[src/rtl/load_store_unit.sv]
// load_store_unit: RV64 load/store sequencer for a doubleword-wide data memory.
// Optional saturating performance counters are enabled by defining LSU_CNT_EN.
module load_store_unit #(
   parameter int MEM_BYTES = 64,
   parameter int CNT_W     = 32
) (
   input  logic        clk,
   input  logic        reset,
   input  logic        req_valid,
   output logic        req_ready,
   input  logic        is_load,
   input  logic        is_store,
   input  logic [2:0]  funct3,
   input  logic [63:0] addr,
   input  logic [63:0] store_data,
   output logic        resp_valid,
   output logic [63:0] load_data,
   output logic        access_err,
   output logic [63:0] mem_addr,
   output logic [63:0] mem_wdata,
   output logic        mem_write,
   output logic        mem_read,
   input  logic [63:0] mem_rdata
`ifdef LSU_CNT_EN
   ,
   output logic [CNT_W-1:0] ld_cnt,
   output logic [CNT_W-1:0] st_cnt,
   output logic [CNT_W-1:0] err_cnt
`endif
);

   typedef enum logic [2:0] {
      IDLE  = 3'd0,
      LD_RD = 3'd1,
      ST_RD = 3'd2,
      ST_WR = 3'd3,
      RESP  = 3'd4
   } state_t;

   localparam logic [64:0] MEM_LIMIT = 65'(MEM_BYTES);

   state_t      state_r;
   state_t      state_nxt_s;
   logic [63:0] addr_r;
   logic [2:0]  funct3_r;
   logic        is_load_r;
   logic [63:0] merged_r;
   logic        accept_s;
   logic        err_s;
   logic [3:0]  size_s;
   logic [5:0]  lane_shift_s;

   function automatic logic [63:0] lane_mask(input logic [1:0] sz);
      case (sz)
         2'b00:   return 64'h0000_0000_0000_00FF;
         2'b01:   return 64'h0000_0000_0000_FFFF;
         2'b10:   return 64'h0000_0000_FFFF_FFFF;
         default: return 64'hFFFF_FFFF_FFFF_FFFF;
      endcase
   endfunction

   function automatic logic [63:0] extend(input logic [63:0] raw, input logic [2:0] f3);
      case (f3)
         3'b000:  return {{56{raw[7]}}, raw[7:0]};
         3'b001:  return {{48{raw[15]}}, raw[15:0]};
         3'b010:  return {{32{raw[31]}}, raw[31:0]};
         3'b011:  return raw;
         3'b100:  return {56'd0, raw[7:0]};
         3'b101:  return {48'd0, raw[15:0]};
         3'b110:  return {32'd0, raw[31:0]};
         default: return 64'd0;
      endcase
   endfunction

   // Request legality; the range sum is 65 bits wide so high addresses cannot wrap.
   always_comb begin
      size_s       = 4'd1 << funct3[1:0];
      lane_shift_s = {addr_r[2:0], 3'b000};
      accept_s     = req_valid & (state_r == IDLE) & (is_load | is_store);
      err_s        = (is_load & is_store)
                   | (is_load ? (funct3 == 3'b111) : funct3[2])
                   | (({1'b0, addr[2:0]} + size_s) > 4'd8)
                   | (({1'b0, addr} + {61'd0, size_s}) > MEM_LIMIT);
   end

   // State register.
   always_ff @(posedge clk) begin
      if (reset) begin
         state_r <= IDLE;
      end else begin
         state_r <= state_nxt_s;
      end
   end

   // Next-state logic.
   always_comb begin
      state_nxt_s = state_r;
      case (state_r)
         IDLE: begin
            if (!accept_s) begin
               state_nxt_s = IDLE;
            end else if (err_s) begin
               state_nxt_s = RESP;
            end else if (is_load) begin
               state_nxt_s = LD_RD;
            end else if (funct3[1:0] == 2'b11) begin
               state_nxt_s = ST_WR;
            end else begin
               state_nxt_s = ST_RD;
            end
         end
         LD_RD:   state_nxt_s = RESP;
         ST_RD:   state_nxt_s = ST_WR;
         ST_WR:   state_nxt_s = RESP;
         RESP:    state_nxt_s = IDLE;
         default: state_nxt_s = IDLE;
      endcase
   end

   // Operand capture, load extraction and read-modify-write merge; merged_r holds raw store data until ST_RD.
   always_ff @(posedge clk) begin
      if (reset) begin
         addr_r     <= 64'd0;
         funct3_r   <= 3'd0;
         is_load_r  <= 1'b0;
         merged_r   <= 64'd0;
         load_data  <= 64'd0;
         access_err <= 1'b0;
      end else if (accept_s) begin
         addr_r     <= addr;
         funct3_r   <= funct3;
         is_load_r  <= is_load;
         merged_r   <= store_data;
         load_data  <= 64'd0;
         access_err <= err_s;
      end else begin
         case (state_r)
            LD_RD: load_data <= extend(mem_rdata >> lane_shift_s, funct3_r);
            ST_RD: merged_r  <= (mem_rdata & ~(lane_mask(funct3_r[1:0]) << lane_shift_s))
                              | ((merged_r << lane_shift_s) & (lane_mask(funct3_r[1:0]) << lane_shift_s));
            RESP: begin
               load_data  <= 64'd0;
               access_err <= 1'b0;
            end
            default: begin
            end
         endcase
      end
   end

   // Handshake and memory strobes; strobes drop immediately when reset rises.
   always_comb begin
      req_ready  = 1'b0;
      resp_valid = 1'b0;
      mem_read   = 1'b0;
      mem_write  = 1'b0;
      mem_addr   = 64'd0;
      mem_wdata  = 64'd0;
      case (state_r)
         IDLE: req_ready = 1'b1;
         LD_RD, ST_RD: begin
            mem_read = ~reset;
            mem_addr = {addr_r[63:3], 3'b000};
         end
         ST_WR: begin
            mem_write = ~reset;
            mem_addr  = {addr_r[63:3], 3'b000};
            mem_wdata = merged_r;
         end
         RESP:    resp_valid = 1'b1;
         default: req_ready  = 1'b0;
      endcase
   end

`ifdef LSU_CNT_EN
   function automatic logic [CNT_W-1:0] sat_inc(input logic [CNT_W-1:0] v);
      return (&v) ? v : v + CNT_W'(1);
   endfunction

   // Completion counters, bumped once per response.
   always_ff @(posedge clk) begin
      if (reset) begin
         ld_cnt  <= '0;
         st_cnt  <= '0;
         err_cnt <= '0;
      end else if (state_r == RESP) begin
         if (access_err) begin
            err_cnt <= sat_inc(err_cnt);
         end else if (is_load_r) begin
            ld_cnt <= sat_inc(ld_cnt);
         end else begin
            st_cnt <= sat_inc(st_cnt);
         end
      end
   end
`else
   logic unused_cnt;
   assign unused_cnt = is_load_r | (CNT_W == 0);
`endif

endmodule

[config.mk]
export PLATFORM = sky130hd
export DESIGN_NAME = load_store_unit
export DESIGN_NICKNAME = d
export VERILOG_FILES = /design/src/rtl/load_store_unit.sv
export SDC_FILE = /design/constraint.sdc
export NUM_CORES = 1
export LEC_CHECK = 0
export CORE_MARGIN = 5
export CORE_UTILIZATION = 40
export CTS_CLUSTER_DIAMETER = 60
export DETAILED_ROUTE_END_ITERATION = 6
export PLACE_DENSITY_LB_ADDON = 0.15
export SLEW_MARGIN = 20
export SYNTH_ARGS = -nofsm -noshare
export SYNTH_HDL_FRONTEND = slang
export SYNTH_SLANG_ARGS = --single-unit
[constraint.sdc]
create_clock -name clk -period 3.99 [get_ports clk]
set_input_delay 0.798 -clock clk [delete_from_list [all_inputs] [get_ports clk]]
set_output_delay 0.798 -clock clk [all_outputs]
set_load 0.02 [all_outputs]
==> results of run 1 <==
==> worst max path at each step <==
stage                    from                     to  slack [ns]
floorplan           funct3[0]  state_r[0]$_SDFF_PP0_        0.37
global placement    funct3[0]  state_r[2]$_SDFF_PP0_       -0.55
detailed placement  funct3[0]  state_r[2]$_SDFF_PP0_       -0.58
CTS                 funct3[0]  state_r[2]$_SDFF_PP0_       0.005
global route          addr[1]  state_r[2]$_SDFF_PP0_        0.13
finish                addr[1]  state_r[2]$_SDFF_PP0_        0.31
==> kinds of logic (layout without fill, tap and decap cells) <==
kind of cell	after synthesis	in the layout
compound gates	548	548
xor+xnor	24	24
fa+ha+maj	6	6
buf+inv	191	578
flops	199	199
mux	165	165
other cells	1	3
simple gates	830	830
==> layout make-up <==
class	instances	area share [%]
clock buffers	17	2.16
clock inverters	15	1.01
inverters	18	0.343
multi-input cells	1576	48.0
flip-flops and latches	199	20.3
well taps	455	2.89
repair buffers	528	25.3
==> flip-flops by register name, indices dropped and copies added, names as in the netlist, named ones only <==
signal / flops
merged_r: 48
addr_r: 64
load_data: 64
state_r: 3
access_err: 1
funct3_r: 3
==> cells in the mapped netlist (9+ instances only) <==
cell type | number | area [µm²]
clkbuf_1 | 135 | 507
xor2_1 | 10 | 87.6
a311oi_1 | 19 | 166
nor2_1 | 233 | 875
inv_1 | 15 | 56.3
a211o_1 | 9 | 78.8
nand3_1 | 28 | 140
o211ai_1 | 31 | 233
nand4_1 | 39 | 244
and2_1 | 139 | 870
mux2i_1 | 111 | 1110
o21ai_0 | 112 | 561
nor4_1 | 17 | 106
buf_1 | 19 | 71.3
o22ai_1 | 15 | 93.8
a221oi_1 | 15 | 131
dfxtp_1 | 199 | 3980
a211oi_1 | 61 | 458
nor2b_1 | 18 | 113
buf_2 | 14 | 70.1
mux2_2 | 47 | 529
nor3_1 | 34 | 170
a22oi_1 | 17 | 128
a21oi_1 | 219 | 1100
nand2_1 | 282 | 1060
or3_1 | 11 | 68.8
xnor2_1 | 14 | 123
o221ai_1 | 9 | 78.8
==> critical path, stage by stage <==
cell and delay (ns):
clkdlybuf4s50_1 0.43, buf_4 0.15, ha_1 0.32, a32oi_2 0.24, a211oi_2 0.13, buf_6 0.17
a311o_1 0.35, a222oi_1 0.30, nand4_1 0.21, nor4_2 0.33, and4_1 0.25, buf_4 0.12
a211o_1 0.13, o21ai_0 0.08
==> power by group through the flow <==
stage	combinational [mW]	clock [mW]	sequential, mW
finish	1.35	1.84	2.20
CTS	1.32	1.88	2.19
floorplan	0.738	0	2.17
global route	1.45	1.95	2.21
detailed placement	1.32	0	2.24
global placement	1.31	0	2.24
==> metrics by stage <==
| step | cell area [µm²] | power [mW] | setup TNS, ns | std cells | utilization, % |
|---|---|---|---|---|---|
| after floorplan | 14100 | 2.91 | 0 | 1966 | - |
| after global placement | 19000 | 3.54 | -2.10 | 2775 | 54.9 |
| after detailed placement | 19000 | 3.55 | -2.22 | 2775 | 54.9 |
| after CTS | 19600 | 5.39 | 0 | 2807 | 56.7 |
| after global routing | 19700 | 5.61 | 0 | 2808 | 56.9 |
| final | 19700 | 5.40 | 0 | 2808 | 56.9 |
==> metal layers <==
metal	global-route usage, %	up-vias	wire, µm
met5	0	-	0
met2	53.9	801	30800
li1	-	7756	-
met1	38.9	7921	25700
met3	6.04	164	5160
met4	14.5	0	3200
==> timing repair <==
action                     in CTS  in global routing
pin swaps                       0                  7
resized for setup               1                 18
setup buffers                   0                  1
setup endpoints to repair       4                  4
==> flow_summary.json, run 1 <==
{
  "cts_root_buf": "clkbuf_16",
  "clk_path_buf_depth": 2,
  "worstSetupPathType": "input port to flop",
  "num-fill-cells": 3364,
  "regArea_um2": 3990,
  "hold_path_end": "addr_r[20]$_SDFFE_PP0P_",
  "die_w_um": 197,
  "synth-xor-area-share_pct": 1.49,
  "worstSetupStartpointType": "input port",
  "pwr-share-seq_pct": 40.7,
  "first_pass_iters": 6,
  "maxCapViolCount": 0,
  "grt_antenna_before_repair": 0,
  "power_leakage_nw": 6.87,
  "worst_slack_ns": 0.310,
  "synth-compound-area-share_pct": 24.0,
  "synth_flop_cell": "dfxtp_1",
  "cp.required_ns": 4.32,
  "power_frac_comb_pct": 25.1,
  "routabilityCongestion": 0.961,
  "min_period_ns": 3.68,
  "final_cell_mix": "clkdlybuf4s50_1, nand2_1, nor2_1, a21oi_1, dfxtp_1",
  "whs_ns": 0.451,
  "grt_max_degree": 103,
  "synth_top_family_by_area": "simple AND/OR/NAND/NOR gates",
  "synth.area.mux_share_pct": 12.8,
  "io_buffers": 393,
  "start_util_pct": 40.6,
  "rsz0062_at_grt": "false",
  "cp.arrival_ns": 4.01,
  "avgSynthCellArea_um2": 7.16,
  "ys_warn_count": 0,
  "slew_viol_final": 0,
  "power.share.switching_pct": 34.9,
  "synthSimpleGateAreaFrac_pct": 27.4,
  "rows": 68,
  "reg2reg_depth": 9,
  "rrSetupSlack_ns": 0.70,
  "cts.clk_slew.worst_paths_ns": 0.08,
  "drive_above_1_share_pct": 10.7,
  "r2r_end": "load_data[38]$_SDFFE_PP0P_",
  "async_reset_ff_share_pct": 0,
  "slew_headroom_pct": 43.1,
  "antenna_cells": 0,
  "cts_max_level": 4,
  "clock_latency_ns": 0.48,
  "gr-total-overflow": 0,
  "netlist_area_um2": 14100,
  "p_sw_mw": 1.88,
  "ant_nets": 0,
  "skew_ns": 0.00815,
  "cts-hold-fix-buffers": 0,
  "chipHeight_um": 197,
  "ys_seq_area_share_pct": 28.3,
  "synthCells": 1964,
  "p_clk_share_pct": 34.2,
  "die_area_um2": 39000,
  "synthAdderAreaFrac_pct": 0.587,
  "grt_pass1_vias": 16100,
  "hold_path_depth": 2,
  "grt_pass1_wl_um": 97200,
  "dp_slack_ns": -0.578,
  "routed_wl_um": 64800,
  "multi_input_area_um2": 9460,
  "status": "complete, no violations",
  "pin_count": 397,
  "drc": 0,
  "drt_iter0_drc": 1744,
  "internal_power_mw": 3.51,
  "setup_viol": 0,
  "hpwl_um": 49800,
  "critPathMaxFanout": 12,
  "cts.sinks": 199,
  "track_usage_pct": 31.7,
  "hold_path.startpoint": "addr_r[20]$_SDFFE_PP0P_",
  "r2r_start": "addr_r[0]$_SDFFE_PP0P_",
  "powerDensity_nw_per_um2": 274,
  "hold_class": "flop to flop",
  "cts_tree": "yes",
  "nets": 2546,
  "vias": 16600,
  "wire_per_inst_um": 23.1,
  "peakVddDrop_mv": 0.340,
  "finalCritPeriodShare_pct": 92.2,
  "layout_commonest_cell": "clkdlybuf4s50_1",
  "ys_seq_elements": 199,
  "synth.distinct_cells": 64,
  "vias_per_cell": 5.93,
  "end_kind": "flop",
  "cts_made_buffers": 17,
  "clock.fmax_ghz": 0.272,
  "tightest_slew_ns": 0.853,
  "coreArea_um2": 34600,
  "syn_to_final_growth_pct": 40.2,
  "hold_violations": 0,
  "synth-edff-count": 0
}
No activity file was read; power rests on OpenSTA's default activity.
==> inputs of run 2 (changes only) <==
- clock period: 3.99 -> 4.55 ns (I/O delays scaled with it)
==> flow_summary.json, run 2 (same netlist as run 1, synthesis figures left out) <==
{
  "final_cells": 2752,
  "cts_resized": 0,
  "post_cts_buffers": 0,
  "fin_area_um2": 19200,
  "cp_slowest_stage_delay_ns": 0.56,
  "status": "finished with violations",
  "chipHeight_um": 197,
  "cp.arrival_ns": 4.68,
  "gr-total-overflow": 0,
  "routed_wl_um": 63700,
  "grt_antenna_before_repair": 2,
  "vias": 16300,
  "hold_violations": 0,
  "wire_per_inst_um": 23.2,
  "grt_pass1_vias": 15900,
  "drt_iter0_drc": 1607,
  "worstSetupStartpointType": "input port",
  "whs_ns": 0.451,
  "rows": 68,
  "tightest_slew_ns": 1.10,
  "clock_latency_ns": 0.47,
  "hold_path_end": "addr_r[23]$_SDFFE_PP0P_",
  "dpl-instance-area_um2": 18500,
  "cts_root_buf": "clkbuf_16",
  "hold_path_depth": 2,
  "slew_viol_final": 0,
  "die_w_um": 197,
  "peakVddDrop_mv": 0.326,
  "hold_path.startpoint": "addr_r[23]$_SDFFE_PP0P_",
  "grt_pass1_wl_um": 96000,
  "powerDensity_nw_per_um2": 243,
  "rsz0062_at_grt": "false",
  "drive_above_1_share_pct": 7.93,
  "reg_top3": "addr_r (64), load_data (64), merged_r (48)",
  "power_leakage_nw": 6.53,
  "layout_commonest_cell": "clkdlybuf4s50_1",
  "cts_made_buffers": 17,
  "coreArea_um2": 34600,
  "cp.required_ns": 4.93,
  "drc": 3,
  "die_area_um2": 39000,
  "placed_cells": 2718,
  "cts_max_level": 4,
  "slew_headroom_pct": 26.3,
  "vias_per_cell": 5.94,
  "io_buffers": 393,
  "failed_checks": "design-rule violations",
  "hpwl_um": 48400,
  "maxCapViolCount": 0,
  "path_cells": "clkdlybuf4s50_1 > nor2_1 > ha_1 > inv_1 > fa_1 > nand2b_1 > a211oi_1 > buf_4 > a41oi_1 > or4_1 > nor4_1 > and4_1 > o2111ai_1 > a211oi_2",
  "grt_max_degree": 164,
  "cts.sinks": 199,
  "reg2reg_depth": 9,
  "min_period_ns": 4.30,
  "routabilityCongestion": 1.00,
  "cts-hold-fix-buffers": 0,
  "worstSetupPathType": "input port to flop",
  "nets": 2488,
  "syn_to_final_growth_pct": 36.2,
  "ant_nets": 0,
  "first_pass_iters": 7,
  "finalCritPeriodShare_pct": 94.4,
  "pin_count": 397,
  "cts.clk_slew.worst_paths_ns": 0.08,
  "critPathMaxFanout": 5,
  "rrSetupSlack_ns": 1.06,
  "start_util_pct": 40.6,
  "power.total_mw": 4.65,
  "track_usage_pct": 31.3,
  "clock.fmax_ghz": 0.233,
  "setup_viol": 0,
  "r2r_start": "addr_r[1]$_SDFFE_PP0P_",
  "final_cell_mix": "clkdlybuf4s50_1, nand2_1, nor2_1, a21oi_1, dfxtp_1",
  "skew_ns": 0.0111,
  "end_kind": "flop",
  "hold_class": "flop to flop",
  "cpMaxStageDelayCell": "or4_1",
  "clk_path_buf_depth": 2,
  "cts_tree": "yes"
}
==> run 2: area by class of cell <==
| class | count | area [µm²] |
|---|---|---|
| diodes | 2 | 5.00 |
| clock buffers | 18 | 439 |
| clock inverters | 14 | 164 |
| fillers | 3331 | 15500 |
| inverters | 18 | 67.6 |
| multi-input cells | 1576 | 9400 |
| flip-flops and latches | 199 | 3990 |
| well taps | 455 | 569 |
| repair buffers | 470 | 4520 |
==> run 2: report_power, final <==
group | internal [mW] | leakage, nW | switching (mW)
sequential | 1.82 | 1.63 | 0.103
clock | 0.759 | 0.293 | 0.827
combinational | 0.472 | 4.61 | 0.672
==> run 2: critical path, delay by kind of cell <==
kind                     cells  cell delay (ns)
AND/OR/NAND/NOR              5             1.59
buffers and inverters        3             0.72
adder cells (fa/ha/maj)      2             0.55
AO/OA/AOI/OAI                4             0.90
==> run 2: worst max-delay path by stage <==
| stage | endpoint | start |
|---|---|---|
| after floorplan | state_r[0]$_SDFF_PP0_ | funct3[0] |
| after global placement | state_r[0]$_SDFF_PP0_ | funct3[0] |
| after detailed placement | state_r[0]$_SDFF_PP0_ | funct3[0] |
| after CTS | state_r[0]$_SDFF_PP0_ | funct3[0] |
| after global routing | state_r[0]$_SDFF_PP0_ | funct3[0] |
| final | state_r[0]$_SDFF_PP0_ | funct3[0] |
==> run 2: stage by stage <==
stage | setup slack (ns) | setup TNS, ns | util (%)
after global placement | -0.157 | -0.322 | 53.5
after floorplan | 0.816 | 0 | -
after CTS | 0.300 | 0 | 55.3
after detailed placement | -0.170 | -0.329 | 53.5
after global routing | 0.00295 | 0 | 55.3
final | 0.255 | 0 | 55.3
==> run 2: per-layer routing <==
layer / wire length, µm / share of wire, % / track usage [%] / up-vias
met5: 0 / 0 / 0 / -
met1: 24700 / 39 / 38.2 / 7678
li1: - / - / - / 7639
met4: 3290 / 5.2 / 15.1 / 0
met2: 29800 / 47 / 52.2 / 861
met3: 5880 / 9.2 / 7.30 / 169
==> inputs of run 3 (changes only) <==
- CTS_BUF_LIST: default -> sky130_fd_sc_hd__clkbuf_16
- TNS_END_PERCENT: default -> 30
==> flow_summary.json, run 3 (same netlist as run 1, synthesis figures left out) <==
{
  "hold_class": "flop to flop",
  "powerDensity_nw_per_um2": 242,
  "chipHeight_um": 197,
  "ant_nets": 0,
  "syn_to_final_growth_pct": 36.2,
  "routed_wl_um": 63800,
  "clk_path_buf_depth": 2,
  "cts_max_level": 4,
  "first_pass_iters": 7,
  "worstSetupPathType": "input port to flop",
  "whs_ns": 0.451,
  "failed_checks": "design-rule violations",
  "setup_viol": 0,
  "drt_iter0_drc": 1570,
  "grt_pass1_vias": 15900,
  "vias_per_cell": 5.96,
  "post_cts_buffers": 0,
  "cts_made_buffers": 17,
  "internal_power_mw": 3.03,
  "cts_root_buf": "clkbuf_16",
  "p_clk_share_pct": 33.8,
  "grt_pass1_wl_um": 96000,
  "rrSetupSlack_ns": 1.07,
  "cts.sinks": 199,
  "reg2reg_depth": 9,
  "power_frac_comb_pct": 24.7,
  "vias": 16400,
  "maxCapViolCount": 0,
  "slew_headroom_pct": 27.3,
  "drc": 8,
  "status": "finished with violations",
  "track_usage_pct": 31.3,
  "p_sw_mw": 1.60,
  "die_area_um2": 39000,
  "pwr-share-seq_pct": 41.5,
  "pin_count": 397,
  "critPathMaxFanout": 5,
  "crit_path_end": "state_r[0]$_SDFF_PP0_",
  "routabilityCongestion": 1.00,
  "final_cell_mix": "clkdlybuf4s50_1, nand2_1, nor2_1, a21oi_1, dfxtp_1",
  "cts-hold-fix-buffers": 0,
  "finalSetupTns_ns": 0,
  "cts.clk_slew.worst_paths_ns": 0.08,
  "clock_latency_ns": 0.47,
  "peakVddDrop_mv": 0.327,
  "crit_start": "funct3[0]",
  "slew_viol_final": 0,
  "hold_violations": 0,
  "cts_resized": 0,
  "gr-total-overflow": 0,
  "power.share.switching_pct": 34.5,
  "rows": 68,
  "die_w_um": 197,
  "cp.arrival_ns": 4.65,
  "end_kind": "flop",
  "skew_ns": 0.0101,
  "nets": 2488,
  "r2r_start": "addr_r[1]$_SDFFE_PP0P_",
  "power.total_mw": 4.63,
  "tightest_slew_ns": 1.09,
  "wire_per_inst_um": 23.2,
  "dpl-instance-area_um2": 18500,
  "coreArea_um2": 34600,
  "worstSetupStartpointType": "input port",
  "layout_commonest_cell": "clkdlybuf4s50_1",
  "hpwl_um": 48400,
  "finalCritPeriodShare_pct": 93.7,
  "io_buffers": 393,
  "cp.required_ns": 4.93,
  "clock.fmax_ghz": 0.234,
  "grt_antenna_before_repair": 2,
  "rsz0062_at_grt": "false",
  "start_util_pct": 40.6,
  "power_leakage_nw": 6.53,
  "grt_max_degree": 164,
  "drive_above_1_share_pct": 7.89,
  "min_period_ns": 4.26,
  "reg_top3": "addr_r (64), load_data (64), merged_r (48)",
  "cts_tree": "yes",
  "fin_area_um2": 19100
}
[run 3: changes by cell type in the layout (fill, tap and decap cells not counted), sizes merged]
| cell | change |
|---|---|
| clkbuf | -1 |
| clkinv | +1 |
[run 3: how the worst min path moves through the flow]
stage | startpoint | endpoint | slack (ns) | cells after the start
after floorplan | addr_r[10]$_SDFFE_PP0P_ | addr_r[10]$_SDFFE_PP0P_ | 0.43 | 2
after global placement | addr_r[28]$_SDFFE_PP0P_ | addr_r[28]$_SDFFE_PP0P_ | 0.44 | 2
after detailed placement | load_data[45]$_SDFFE_PP0P_ | load_data[45]$_SDFFE_PP0P_ | 0.44 | 2
after CTS | load_data[45]$_SDFFE_PP0P_ | load_data[45]$_SDFFE_PP0P_ | 0.45 | 2
after global routing | addr_r[9]$_SDFFE_PP0P_ | addr_r[9]$_SDFFE_PP0P_ | 0.47 | 2
final | addr_r[23]$_SDFFE_PP0P_ | addr_r[23]$_SDFFE_PP0P_ | 0.45 | 2
[run 3: final cells by class]
class	count	area [µm²]
Antenna cell	2	5.00
Clock buffer	17	425
Clock inverter	15	168
Fill cell	3334	15500
Inverter	18	67.6
Multi-Input combinational cell	1576	9400
Sequential cell	199	3990
Tap cell	455	569
Timing Repair Buffer	470	4520
[run 3: worst max-delay path: stages]
cell	delay, ns
clkdlybuf4s50_1	0.44
nor2_1	0.13
ha_1	0.18
inv_1	0.06
fa_1	0.37
nand2b_1	0.21
a211oi_1	0.40
buf_4	0.22
a41oi_1	0.10
or4_1	0.56
nor4_1	0.38
and4_1	0.29
o2111ai_1	0.15
a211oi_2	0.25
[run 3: per-stage QoR]
step                util [%]  std cells  setup slack (ns)
finish                  55.3       2752             0.285
global route            55.3       2752           0.00295
CTS                     55.3       2750             0.300
detailed placement      53.5       2718            -0.170
global placement        53.5       2718            -0.157
floorplan                  -       1966             0.816
[run 3: per-layer routing]
metal	up-vias	part of all wire, %	track usage [%]	wire length (µm)
li1	7635	-	-	-
met1	7740	39	38.2	25100
met2	853	47	52.1	29800
met3	175	8.8	7.30	5610
met4	0	5.2	15.1	3310
met5	-	0	0	0
[run 3: power groups by stage]
| stage | Sequential, mW | Combinational (mW) | Clock, mW |
|---|---|---|---|
| after global routing | 1.93 | 1.23 | 1.66 |
| final | 1.92 | 1.14 | 1.57 |
| after detailed placement | 1.96 | 1.12 | 0 |
| after floorplan | 1.90 | 0.647 | 0 |
| after CTS | 1.92 | 1.12 | 1.59 |
| after global placement | 1.96 | 1.11 | 0 |
